File: config.mk
export PLATFORM = sky130hd
export DESIGN_NAME = ccff_chain_loader
export DESIGN_NICKNAME = d
export VERILOG_FILES = /design/src/rtl/ccff_chain_loader.sv
export SDC_FILE = /design/constraint.sdc
export NUM_CORES = 1
export LEC_CHECK = 0
export ABC_AREA = 1
export BUFFER_PORTS_ARGS = -buffer_cell sky130_fd_sc_hd__clkbuf_2
export CAP_MARGIN = 30
export CORE_MARGIN = 5
export CORE_UTILIZATION = 43
export CTS_CLUSTER_DIAMETER = 150
export CTS_CLUSTER_SIZE = 8
export DETAILED_ROUTE_END_ITERATION = 7
export PLACE_DENSITY = 0.66
export SKIP_CTS_REPAIR_TIMING = 1
export SLEW_MARGIN = 10
export SYNTH_ARGS = -nofsm -noshare
export SYNTH_HDL_FRONTEND = slang
export SYNTH_SLANG_ARGS = --single-unit
File: constraint.sdc
create_clock -name prog_clk -period 1.5 [get_ports prog_clk]
set_input_delay 0.075 -clock prog_clk [delete_from_list [all_inputs] [get_ports prog_clk]]
set_output_delay 0.075 -clock prog_clk [all_outputs]
set_load 0.01 [all_outputs]
File: src/rtl/ccff_chain_loader.sv
// Configuration-chain loader: accepts words over a valid/ready stream and
// serializes them MSB-first onto ccff_head, gating chain shifting with
// chain_shift_en, until exactly CHAIN_LEN bits have been delivered.
module ccff_chain_loader #(
  parameter int unsigned CHAIN_LEN = 64,
  parameter int unsigned WORD_W    = 8,
  parameter int unsigned CNT_W     = $clog2(CHAIN_LEN + 1)
) (
  input  logic              prog_clk,
  input  logic              prog_reset,
  input  logic              start,
  input  logic [WORD_W-1:0] cfg_word,
  input  logic              cfg_valid,
  output logic              cfg_ready,
  output logic              ccff_head,
  output logic              chain_shift_en,
  output logic              busy,
  output logic              done,
  output logic [CNT_W-1:0]  bit_count
);

  // Wide enough to hold WORD_W itself.
  localparam int unsigned WbW = $clog2(WORD_W + 1);

  typedef enum logic [1:0] {StIdle, StWait, StShift, StDone} state_e;

  state_e            r_state_q, w_state_d;
  logic [WORD_W-1:0] r_shift_q, w_shift_d;
  logic [CNT_W-1:0]  r_cnt_q,   w_cnt_d;
  logic [WbW-1:0]    r_wbits_q, w_wbits_d;

  logic [31:0]       w_remain;
  logic [WbW-1:0]    w_wbits_load;

  // Bits still owed to the chain; the last word may be only partly shifted.
  assign w_remain = CHAIN_LEN - 32'(r_cnt_q);

  // Clamp the per-word bit budget to what the chain still needs.
  always_comb begin
    w_wbits_load = WbW'(WORD_W);
    if (w_remain < WORD_W) begin
      w_wbits_load = WbW'(w_remain);
    end
  end

  // State register with synchronous reset; reset aborts any load in flight.
  always_ff @(posedge prog_clk) begin
    if (prog_reset) begin
      r_state_q <= StIdle;
      r_shift_q <= '0;
      r_cnt_q   <= '0;
      r_wbits_q <= '0;
    end else begin
      r_state_q <= w_state_d;
      r_shift_q <= w_shift_d;
      r_cnt_q   <= w_cnt_d;
      r_wbits_q <= w_wbits_d;
    end
  end

  // Next-state logic: word handshake in StWait, bit serialization in StShift.
  always_comb begin
    w_state_d = r_state_q;
    w_shift_d = r_shift_q;
    w_cnt_d   = r_cnt_q;
    w_wbits_d = r_wbits_q;
    unique case (r_state_q)
      StIdle, StDone: begin
        if (start) begin
          w_state_d = StWait;
          w_cnt_d   = '0;
        end
      end
      StWait: begin
        if (cfg_valid) begin
          w_shift_d = cfg_word;
          w_wbits_d = w_wbits_load;
          w_state_d = StShift;
        end
      end
      StShift: begin
        w_shift_d = r_shift_q << 1;
        w_cnt_d   = r_cnt_q + CNT_W'(1);
        w_wbits_d = r_wbits_q - WbW'(1);
        if (r_wbits_q == WbW'(1)) begin
          w_state_d = ((32'(r_cnt_q) + 32'd1) == CHAIN_LEN) ? StDone : StWait;
        end
      end
      default: w_state_d = StIdle;
    endcase
  end

  // Moore outputs; ccff_head is forced low whenever the chain is not shifting.
  always_comb begin
    cfg_ready      = 1'b0;
    chain_shift_en = 1'b0;
    ccff_head      = 1'b0;
    busy           = 1'b0;
    done           = 1'b0;
    unique case (r_state_q)
      StWait: begin
        cfg_ready = 1'b1;
        busy      = 1'b1;
      end
      StShift: begin
        chain_shift_en = 1'b1;
        ccff_head      = r_shift_q[WORD_W-1];
        busy           = 1'b1;
      end
      StDone:  done = 1'b1;
      default: ;
    endcase
  end

  assign bit_count = r_cnt_q;

endmodule

Word-level counts from Yosys, hierarchy flattened
Cells that the tools add are included.
{"block": "classes", "muxes": 17, "magnitude_cmp": 1, "reduce_logical": 8, "n_eq_ne": 8, "addsub": 4}
{"cell": "$lt A32 B4 Y1 const B", "n": 1}
{"cell": "$pmux W8 S2", "n": 1}
{"cell": "$pmux W7 S2", "n": 1}
{"cell": "$add A7 B1 Y8 const B", "n": 1}
{"cell": "$eq A8 B7 Y1 const B", "n": 1}
{"cell": "$mux W2", "n": 4}
{"cell": "$mux W4", "n": 2}
{"cell": "$mux W8", "n": 1}
{"cell": "$pmux W4 S2", "n": 1}
{"cell": "$sub A7 B7 Y8 const A", "n": 1}
{"cell": "$add A7 B1 Y7 const B", "n": 1}
{"cell": "$mux W7", "n": 1}
{"cell": "$ne A2 B2 Y1 const B", "n": 3}
{"cell": "$pmux W2 S3", "n": 1}
{"cell": "$mux W1", "n": 5}
{"cell": "$eq A2 B2 Y1 const B", "n": 2}
{"cell": "$eq A4 B1 Y1 const B", "n": 1}
{"cell": "$reduce_and A2 Y1", "n": 2}
{"cell": "$reduce_bool A2 Y1", "n": 2}
{"cell": "$reduce_or A2 Y1", "n": 2}
{"cell": "$sub A4 B1 Y4 const B", "n": 1}
{"cell": "$reduce_and A3 Y1", "n": 1}
{"cell": "$eq A2 B1 Y1 const B", "n": 1}
{"cell": "$logic_not A2 Y1", "n": 1}
{"block": "totals", "register_bits": 21, "input_bits": 12}

Logic depth before layout (Yosys ltp)
Gate-level depths: netlist (run 1).
{"block": "logic_depth", "depth_word": 5, "mapped_depth": 10}

Worst setup path before layout (run 1)
Ideal clock, no wire load.
{"block": "synth_path", "path_kind": "reg2reg", "from": "register r_state_q[0]", "to": "register r_wbits_q[1]", "path_stages_with_launch": 8, "period_less_slack_ns": 1.404, "setup_ns": 0.119, "setup_slack_ns": 0.096, "t_required_ns": 1.381, "t_arrival_ns": 1.285, "path_cell_list": "dfxtp_1 > inv_1 > ha_1 > inv_2 > clkbuf_1 > nor2_1 > nor2_1 > a21oi_1"}
{"block": "synth_via", "elab_chain_len": 3, "elab_cells_between_ends": 6}
{"item": "from (decl)", "line": "27", "text": "state_e r_state_q, w_state_d;"}
{"item": "from (signal assigned)", "line": "49", "text": "r_state_q <= StIdle;"}
{"item": "from (signal assigned)", "line": "54", "text": "r_state_q <= w_state_d;"}
{"item": "$eq A2 B1 Y1 / $eq A2 B2 Y1 (equally long branches)", "line": "67", "text": "unique case (r_state_q)"}
{"item": "$ne A2 B2 Y1 (no source line) / $reduce_bool A2 Y1 (equally long branches)"}
{"item": "$reduce_and A2 Y1 (no source line)"}
{"item": "to (signal assigned)", "line": "57", "text": "r_wbits_q <= w_wbits_d;"}
{"item": "to (decl)", "line": "30", "text": "logic [WbW-1:0] r_wbits_q, w_wbits_d;"}
Several ways; a longest one is shown, not always the timed one.
A chain may end at the register's enable or synchronous reset.

Worst setup path after layout (run 1)
{"block": "layout_path", "from": "register r_state_q[0]", "to": "register r_wbits_q[0]"}
The elaborated chain is that of the path after synthesis.

==> results.py, run 1 <==
metrics = {
    "worst_setup_path": {
        "crit_required_ns": 1.72,
        "reg2reg_from": "r_state_q[0]",
        "worstSetupPathType": "flip-flop to flip-flop",
        "path_max_fanout": 5,
        "end_kind": "flip-flop",
        "crit_arrival_ns": 1.60,
        "rr_worst_depth": 8,
        "start_kind": "flip-flop",
        "worstReg2RegEnd": "r_wbits_q[0]",
        "rrSetupSlack_ns": 0.12,
    },
    "power": {
        "switching_share": 0.3433,
        "netSwitchingPower_uw": 485.8,
        "total_power_mw": 1.415,
        "seqPwrFrac": 0.462,
        "power_leakage_nw": 0.7527,
        "powerDensity_mw_per_mm2": 866.1,
        "power.share.combinational": 0.332,
        "p_int_uw": 929.5,
        "peakVddDrop_mv": 0.4816,
        "pwr-share-clk": 0.206,
    },
    "min_path": {
        "whs_endpoint": "r_shift_q[2]",
        "hp-class": "input pin to flip-flop",
        "holdPathStages": 3,
        "hp-start": "cfg_word[2]",
    },
    "floorplanning": {
        "die_y_um": 65.25,
        "start_util": 0.4408,
        "fp-row-count": 20,
        "fp.dieW_um": 65.25,
        "coreArea_sq_mm": 0.002978,
        "fp.dieArea_sq_mm": 0.004258,
        "ios": 24,
    },
    "global_routing": {
        "grt_use_total": 0.1438,
        "grt_max_degree": 14,
        "grt_pass1_vias": 1128,
        "grt-ovfl-total": 0,
        "grt_pass1_wl_um": 4933,
        "antenna_found_initial": 0,
    },
    "placed_design": {
        "pre_cts_ws_ns": 0.05340,
        "portBuffers": 23,
        "hpwl_um": 2247,
        "gp_congestion": 0.8631,
    },
    "timing": {
        "drv_slew": 0,
        "holdWs_ns": -0.007035,
        "slew_headroom": 0.7940,
        "fin_crit_ns": 1.382,
        "setup_ws_ns": 0.1179,
        "grt_setup_unrepaired": "true",
        "clock_skew_ns": 0.003799,
        "worstMarginPinSlew_ns": 0.3087,
        "max_freq_mhz": 723.5,
        "final-hold-violation-count": 1,
        "fin_crit_sh": 0.9214,
        "setup_viol": 0,
    },
    "finish": {
        "fin_util": 0.5487,
        "drive_gt1_frac": 0.2851,
        "ff_latch_area_sq_um": 425.4,
        "multi_input_area_sq_um": 790.8,
        "antennaDiodeCount": 0,
        "fillers": 316,
        "nNetsFinal": 250,
        "syn_to_final_growth_pct": 24.50,
    },
    "route": {
        "firstDrtPassIters": 4,
        "drt-vias-per-instance": 4.966,
        "wl_per_cell_um": 11.77,
        "via_count": 1296,
        "drt_wl_total_um": 3072,
        "drc": 0,
        "ant_nets": 0,
        "drt_iter0_markers": 47,
    },
    "clocking": {
        "root_buffer": "clkbuf_4",
        "cts.clk_slew.worst_paths_ns": 0.13,
        "htree_levels": 1,
        "clkLatencyLatePin_ns": 0.31,
        "cts_buffers": 3,
        "clock_sinks": 21,
        "clockBufferDepth": 2,
        "cts_tree": "yes",
    },
    "yosys": {
        "yosysWarnings": 0,
        "synth_cell_type_count": 26,
        "avgSynthCellArea_sq_um": 6.801,
        "yosysSeqAreaShare": 0.3203,
        "synthesis.nets": 214,
        "syn_inst": 193,
        "ys_seq_elements": 21,
        "syn_area_sq_mm": 0.001313,
    },
    "flow_run": {
        "cap_violations": 0,
    },
    "run_status": {
        "violations": "negative hold slack",
        "outcome": "finished with violations",
    },
}
cells in the mapped netlist (all sizes together):
| library cell | n | area share |
|---|---|---|
| nand2 | 54 | 0.16 |
| inv | 27 | 0.077 |
| dfxtp | 21 | 0.32 |
| a21oi | 16 | 0.064 |
| o21ai | 16 | 0.064 |
| nand3 | 13 | 0.053 |
| nor2 | 12 | 0.046 |
| ha | 9 | 0.086 |
| a31oi | 7 | 0.033 |
| buf | 5 | 0.026 |
| nand4 | 5 | 0.024 |
| o211ai | 3 | 0.025 |
| clkbuf | 2 | 0.0057 |
| xnor2 | 2 | 0.013 |
| xor2 | 1 | 0.0067 |
sequential cells by signal (all words and copies together) (netlist names):
register,count
r_wbits_q,4
r_shift_q,8
bit_count,7
r_state_q,2
layer usage:
metal	track usage	vias to the layer above	part of all wire
met1	0.1981	574	0.50
li1	-	697	-
met5	0	-	0
met3	0.02051	5	0.036
met4	0.04663	0	0.013
met2	0.2301	20	0.46
worst max-delay path: stages (launching register included):
cell	delay [ns]
dfxtp_2	0.34
buf_4	0.14
ha_1	0.21
inv_1	0.08
nand2_1	0.09
nand2_4	0.11
inv_2	0.07
a21oi_1	0.16
a21oi_1	0.09
stage by stage:
stage,cell area [sq um],cells,hold slack (ns),TNS (ns)
after floorplan,1313,193,0.2357,0
after global placement,1530,254,0.3304,0
after detailed placement,1530,254,0.3301,0
after CTS,1558,258,-0.01554,-0.004407
after global routing,1634,261,0.002326,-0.03252
final,1634,261,-0.007035,0
cells in the final DEF, fill, tap and decap left out, drive strengths merged:
cell          n
clkbuf       26
buf          12
a31oi         7
xor2          1
ha            9
nand4         5
xnor2         2
inv          27
nor2         12
o211ai        3
clkinv        1
a21oi        16
dfxtp        21
nand2        54
nand3        13
o21ai        16
dlygate4sd3   3
final cells by class:
cell class | count | area share
Multi-Input combinational cell | 138 | 0.4839
Inverter | 27 | 0.06202
Clock buffer | 3 | 0.01378
Sequential cell | 21 | 0.2603
Tap cell | 33 | 0.02527
Clock inverter | 1 | 0.003063
Timing Repair Buffer | 38 | 0.1516
logic make-up (layout without fill, tap and decap cells):
logic type,count (synthesis),after routing,share of synthesized area
AOI/OAI and AO/OA,42,42,0.1859
xor gates and xnor gates,3,3,0.02002
adders and majority gates,9,9,0.08580
buffers and inverters,34,69,0.1087
DFF,21,21,0.3203
and+or+nand+nor,84,84,0.2793
worst max-delay path by stage:
| stage | from | endpoint | cells past startpoint |
|---|---|---|---|
| floorplan | r_state_q[0] | r_wbits_q[1] | 7 |
| global placement | r_state_q[1] | r_state_q[1] | 10 |
| detailed placement | r_state_q[0] | bit_count[3] | 8 |
| CTS | r_state_q[1] | ccff_head | 5 |
| global route | r_state_q[0] | r_shift_q[5] | 8 |
| finish | r_state_q[0] | r_wbits_q[0] | 8 |
power by group through the flow:
stage | logic, mW | registers (mW) | clock network, mW
floorplan | 0.271 | 0.661 | 0
global placement | 0.416 | 0.663 | 0
detailed placement | 0.420 | 0.662 | 0
CTS | 0.423 | 0.650 | 0.297
global route | 0.523 | 0.663 | 0.327
finish | 0.470 | 0.654 | 0.291
(Power assumes the default switching activity.)
==> inputs of run 2 (changes only) <==
- CAP_MARGIN: 30 -> 40
- MAX_ROUTING_LAYER: default -> met4
- PLACE_DENSITY: 0.66 -> default
==> run 2 against run 1 <==
Net effect:
- the flow now finishes without violations
- non-clock buffer count did not move
- maximum frequency fell by 1.8%
- count of clock-buffer cells in the layout did not move
- sequential share of layout area rose by 0.13 points
- setup slack got worse by 0.026 ns
- via count did not move
- flip-flop and latch count did not move
- first-iteration DRC count rose by 120%
- critical path type unchanged
==> results.py, run 2 (synthesis results as in run 1) <==
metrics = {
    "timing": {
        "fin_crit_ns": 1.408,
        "setup_viol": 0,
        "final-hold-violation-count": 0,
        "max_freq_mhz": 710.4,
        "slew_headroom": 0.7855,
        "clock_skew_ns": 0.004377,
        "fin_crit_sh": 0.9385,
        "setup_ws_ns": 0.09225,
        "holdWs_ns": 0.006373,
        "drv_slew": 0,
        "worstMarginPinSlew_ns": 0.3213,
    },
    "worst_setup_path": {
        "cp_slowest_cell": "dfxtp_2",
        "endpoint": "r_shift_q[7]",
        "start_kind": "flip-flop",
        "path_max_fanout": 7,
        "rrSetupSlack_ns": 0.09,
        "end_kind": "flip-flop",
        "crit_arrival_ns": 1.64,
        "path_common_cell": "buf_4",
        "worstSetupPathType": "flip-flop to flip-flop",
        "crit_chain": "buf_4 > ha_1 > inv_1 > nand2_1 > nand2_2 > buf_4 > o21ai_0 > a31oi_1",
        "crit_path_max_incr_delay_ns": 0.35,
        "worstReg2RegEnd": "r_shift_q[7]",
        "crit_start": "r_state_q[0]",
        "reg2reg_from": "r_state_q[0]",
        "crit_required_ns": 1.73,
        "rr_worst_depth": 8,
    },
    "route": {
        "drt-vias-per-instance": 4.966,
        "wl_per_cell_um": 12.29,
        "drt_iter0_markers": 103,
        "drt_wl_total_um": 3208,
        "drc": 0,
        "firstDrtPassIters": 4,
        "via_count": 1296,
        "ant_nets": 0,
    },
    "clocking": {
        "cts_buffers": 3,
        "root_buffer": "clkbuf_4",
        "htree_levels": 1,
        "clkLatencyLatePin_ns": 0.30,
        "clock_sinks": 21,
        "cts_tree": "yes",
        "cts.clk_slew.worst_paths_ns": 0.12,
        "clockBufferDepth": 2,
    },
    "floorplanning": {
        "fp-row-count": 20,
        "die_y_um": 65.25,
        "fp.dieW_um": 65.25,
        "coreArea_sq_mm": 0.002978,
        "ios": 24,
        "start_util": 0.4408,
        "fp.dieArea_sq_mm": 0.004258,
    },
    "global_routing": {
        "grt-ovfl-total": 0,
        "grt_max_degree": 13,
        "grt_pass1_wl_um": 5319,
        "grt_use_total": 0.1587,
        "grt_pass1_vias": 1175,
        "antenna_found_initial": 0,
    },
    "finish": {
        "drive_gt1_frac": 0.3070,
        "antennaDiodeCount": 0,
        "syn_to_final_growth_pct": 25.36,
        "final_common_cell": "nand2_1",
        "fillers": 302,
        "regMostFlops": "r_shift_q",
        "mostFrequentLayoutCells": "52 x nand2_1, 23 x clkbuf_2, 18 x inv_1",
        "largest_reg_flops": 8,
        "fin_util": 0.5525,
        "nNetsFinal": 250,
    },
    "power": {
        "pwr-share-clk": 0.197,
        "netSwitchingPower_uw": 472.5,
        "switching_share": 0.3389,
        "power_leakage_nw": 0.7551,
        "peakVddDrop_mv": 0.6648,
        "p_int_uw": 921.7,
        "power.share.combinational": 0.332,
        "seqPwrFrac": 0.471,
        "powerDensity_mw_per_mm2": 847.4,
        "total_power_mw": 1.394,
    },
    "run_status": {
        "outcome": "finished, final reports clean",
    },
    "placed_design": {
        "portBuffers": 23,
        "hpwl_um": 2407,
        "gp_congestion": 0.9069,
        "pre_cts_ws_ns": 0.008891,
    },
    "min_path": {
        "hp-class": "input pin to flip-flop",
    },
    "flow_run": {
        "cap_violations": 0,
    },
}
-- run 2: cell count changes in the layout (fill, tap and decap cells not counted), moves of 2 or more --
| cell | before | now |
|---|---|---|
| dlygate4sd3_1 | 3 | 0 |
| buf_4 | 11 | 13 |
| dfxtp_2 | 4 | 2 |
| dfxtp_4 | 0 | 2 |
| inv_4 | 0 | 2 |
| inv_2 | 8 | 6 |
-- run 2: cell type report --
cell class | instances | area (sq um) | share of cell area
Clock inverter | 1 | 5.005 | 0.003042
Tap cell | 33 | 41.29 | 0.02510
Timing Repair Buffer | 38 | 244.0 | 0.1483
Sequential cell | 21 | 430.4 | 0.2616
Multi-Input combinational cell | 138 | 790.8 | 0.4806
Inverter | 27 | 111.4 | 0.06768
Clock buffer | 3 | 22.52 | 0.01369
-- run 2: critical path: cells and delay by family (launching register included) --
kind / cells / cell delay (ns)
flip-flops: 1 / 0.35
buffers and inverters: 3 / 0.36
AO/OA/AOI/OAI: 2 / 0.23
AND/OR/NAND/NOR: 2 / 0.18
adder cells (fa/ha/maj): 1 / 0.22
-- run 2: worst min path at each step --
stage,startpoint,end,slack [ns],cells past startpoint
final,cfg_word[6],r_shift_q[6],0.006,3
after global routing,cfg_word[2],r_shift_q[2],0.003,3
after CTS,cfg_word[2],r_shift_q[2],0.005,3
after detailed placement,cfg_word[2],r_shift_q[2],0.33,3
after global placement,cfg_word[2],r_shift_q[2],0.33,3
after floorplan,cfg_word[0],r_shift_q[0],0.24,2
-- run 2: stage by stage --
stage | setup TNS (ns) | cell area (sq um) | cells
detailed placement | 0 | 1518 | 254
finish | 0 | 1645 | 261
CTS | -0.08027 | 1545 | 258
global route | -0.07651 | 1645 | 261
global placement | 0 | 1518 | 254
floorplan | 0 | 1313 | 193
-- run 2: metal layers --
layer / part of all wire / routed length [um] / GRT usage / vias up
met3: 0.054 / 172 / 0.02393 / 2
met1: 0.49 / 1582 / 0.2298 / 562
met2: 0.45 / 1445 / 0.2377 / 34
li1: - / - / - / 698
met4: 0.0025 / 8 / 0.02591 / 0
met5: 0 / 0 / - / -
-- run 2: power groups by stage --
| stage | clock [mW] | combinational, mW | sequential [mW] |
|---|---|---|---|
| after floorplan | 0 | 0.271 | 0.661 |
| after global placement | 0 | 0.401 | 0.664 |
| after detailed placement | 0 | 0.410 | 0.668 |
| after CTS | 0.288 | 0.412 | 0.656 |
| after global routing | 0.311 | 0.520 | 0.668 |
| final | 0.274 | 0.463 | 0.656 |
==> inputs of run 3 (changes only) <==
- ABC_AREA: 1 -> default
==> run 3 against run 2 <==
Net effect:
- the run now ends with negative hold slack, negative setup slack left
- largest cell class unchanged
- setup slack worse by 0.40 ns
- non-clock buffer count up 33
- first-iteration DRC count down 33%
- critical path type unchanged
- flip-flop and latch count unchanged
==> results.py, run 3 <==
metrics = {
    "run_status": {
        "outcome": "finished with violations",
        "violations": "negative hold slack, negative setup slack",
    },
    "floorplanning": {
        "fp.dieArea_sq_mm": 0.004322,
        "start_util": 0.4413,
        "fp.dieW_um": 65.75,
        "coreArea_sq_mm": 0.003028,
        "die_y_um": 65.75,
        "fp-row-count": 20,
        "ios": 24,
    },
    "yosys": {
        "synth_cell_type_count": 41,
        "synthArstFlopShare": 0,
        "synthXorXnorAreaFrac": 0.02622,
        "synth_fa_ha_area_frac": 0.08427,
        "synth_edf_count": 0,
        "ys_seq_elements": 21,
        "syn_inst": 159,
        "synth_most_common_cell": "dfxtp_1",
        "yosysTopAreaCell": "dfxtp_1",
        "yosysSeqAreaShare": 0.3146,
        "synthMuxAreaShare": 0.07678,
        "yosysWarnings": 0,
        "synth-simple-area-share": 0.1929,
        "ys_top_cells_by_count": "21 x dfxtp_1, 13 x nor2_1, 12 x a211oi_1",
        "synth_compound_area_frac": 0.2388,
        "synth_top_family_by_area": "compound AO/OA/AOI/OAI gates",
        "syn_area_sq_mm": 0.001336,
        "synthesis.nets": 180,
        "synthTopCellsByArea": "dfxtp_1 31%, ha_1 8.4%, a211oi_1 6.7%, mux2i_1 6.0%, nor2_1 3.7%",
        "ys.flop_type": "dfxtp_1",
        "synth.top_cell.area_share": 0.3146,
        "avgSynthCellArea_sq_um": 8.404,
    },
    "clocking": {
        "htree_levels": 1,
        "cts_tree": "yes",
        "clkLatencyLatePin_ns": 0.31,
        "cts_buffers": 3,
        "clock_sinks": 21,
        "cts.clk_slew.worst_paths_ns": 0.13,
        "root_buffer": "clkbuf_4",
        "clockBufferDepth": 2,
    },
    "finish": {
        "regMostFlops": "r_shift_q",
        "largest_reg_flops": 8,
        "fillers": 241,
        "syn_to_final_growth_pct": 51.03,
        "final_common_cell": "buf_4",
        "drive_gt1_frac": 0.4640,
        "fin_util": 0.6665,
        "multi_input_area_sq_um": 918.4,
        "antennaDiodeCount": 0,
        "fin_cells": 266,
        "mostFrequentLayoutCells": "41 x buf_4, 22 x clkbuf_2, 15 x dfxtp_1",
        "ff_latch_area_sq_um": 432.9,
        "nNetsFinal": 244,
    },
    "worst_setup_path": {
        "worstSetupPathType": "flip-flop to flip-flop",
        "crit_path_max_incr_delay_ns": 0.39,
        "crit_chain": "inv_4 > ha_4 > or3b_4 > a221oi_4 > a32oi_1 > a211oi_2",
        "start_kind": "flip-flop",
        "cp_slowest_cell": "dfxtp_4",
        "crit_arrival_ns": 2.04,
        "path_max_fanout": 6,
        "crit_required_ns": 1.74,
        "end_kind": "flip-flop",
    },
    "global_routing": {
        "busiest_layer": "met2",
        "met3_usage": 0.02735,
        "grt_pass1_wl_um": 5968,
        "grtUsageMet2": 0.3429,
        "grt_use_total": 0.1812,
        "grt-ovfl-total": 0,
        "grt_max_degree": 22,
        "grt_use_met1": 0.1975,
        "antenna_found_initial": 0,
        "grt_pass1_vias": 1367,
    },
    "power": {
        "powerDensity_mw_per_mm2": 1407,
        "total_power_mw": 2.839,
        "peakVddDrop_mv": 0.8465,
        "power_leakage_nw": 0.8497,
    },
    "timing": {
        "final-hold-violation-count": 1,
        "grt_setup_unrepaired": "true",
        "worstMarginPinSlew_ns": 0.4238,
        "max_freq_mhz": 553.2,
        "holdWs_ns": -0.004543,
        "slew_headroom": 0.7175,
        "fin_crit_sh": 1.205,
        "setup_ws_ns": -0.3078,
        "clock_skew_ns": 0.002768,
        "drv_slew": 0,
        "setup_viol": 6,
        "fin_crit_ns": 1.808,
    },
    "route": {
        "ant_nets": 0,
        "via_count": 1369,
        "drt_iter0_markers": 69,
        "drc": 0,
        "drt-vias-per-instance": 5.147,
        "drt_wl_total_um": 3661,
        "wl_per_cell_um": 13.76,
        "firstDrtPassIters": 4,
    },
    "min_path": {
        "hp-class": "input pin to flip-flop",
    },
    "placed_design": {
        "placed_cells": 251,
        "portBuffers": 23,
        "gp_congestion": 0.9569,
        "pre_cts_ws_ns": -0.2538,
        "hpwl_um": 2676,
    },
    "flow_run": {
        "cap_violations": 0,
    },
}
## run 3: changes by cell type after synthesis, sizes merged, moves of 5 or more
cell,previous run,this run
nand2b,0,5
a21oi,16,8
nand3,13,6
a211oi,0,12
o21ai,16,9
inv,27,9
nand2,54,9
mux2i,0,8
clkbuf,2,9
## run 3: power breakdown
group	leakage, nW	total, mW	internal [mW]	switching [mW]
Sequential	0.175	0.845	0.733	0.112
Clock	0.0177	0.290	0.0995	0.191
Combinational	0.657	1.70	0.925	0.779
Total	0.850	2.84	1.76	1.08
## run 3: cells by family after synthesis
kind of cell             after synthesis
AND/OR/NAND/NOR                       50
AO/OA/AOI/OAI                         44
XOR/XNOR                               4
buffers and inverters                 21
flip-flops                            21
adder cells (fa/ha/maj)                9
multiplexers                          10
## run 3: per-layer routing
metal	share of wire	wire length [um]
met4	0	0
met2	0.55	1996
met1	0.43	1579
met3	0.023	85
met5	0	0
## run 3: final cells by class
cell class	count	area share
clock buffers	3	0.01116
clock inverters	1	0.002480
inverters	9	0.02046
multi-input cells	117	0.4551
flip-flops and latches	21	0.2145
well taps	44	0.02728
repair buffers	71	0.2691
## run 3: critical path: cells and delay by family, from the launching register on
family	cells	cell delay (ns)
compound gates	3	0.78
fa+ha+maj	1	0.12
buf+inv	1	0.06
flops	1	0.39
simple gates	1	0.39
## run 3: metrics by stage
step | cell area (sq um) | TNS (ns)
after floorplan | 1379 | -0.9297
after global placement | 1780 | -2.239
after detailed placement | 1780 | -3.143
after CTS | 1808 | -3.944
after global routing | 2018 | -2.241
final | 2018 | -1.345
## run 3: worst paths after layout
check	cells past startpoint	slack, ns	startpoint	endpoint
hold reg to reg	2	0.46	r_shift_q[0]	r_shift_q[0]
hold / removal	3	-0.005	cfg_word[0]	r_shift_q[0]
setup / recovery	6	-0.31	bit_count[0]	r_wbits_q[2]
setup reg to reg	6	-0.31	bit_count[0]	r_wbits_q[2]
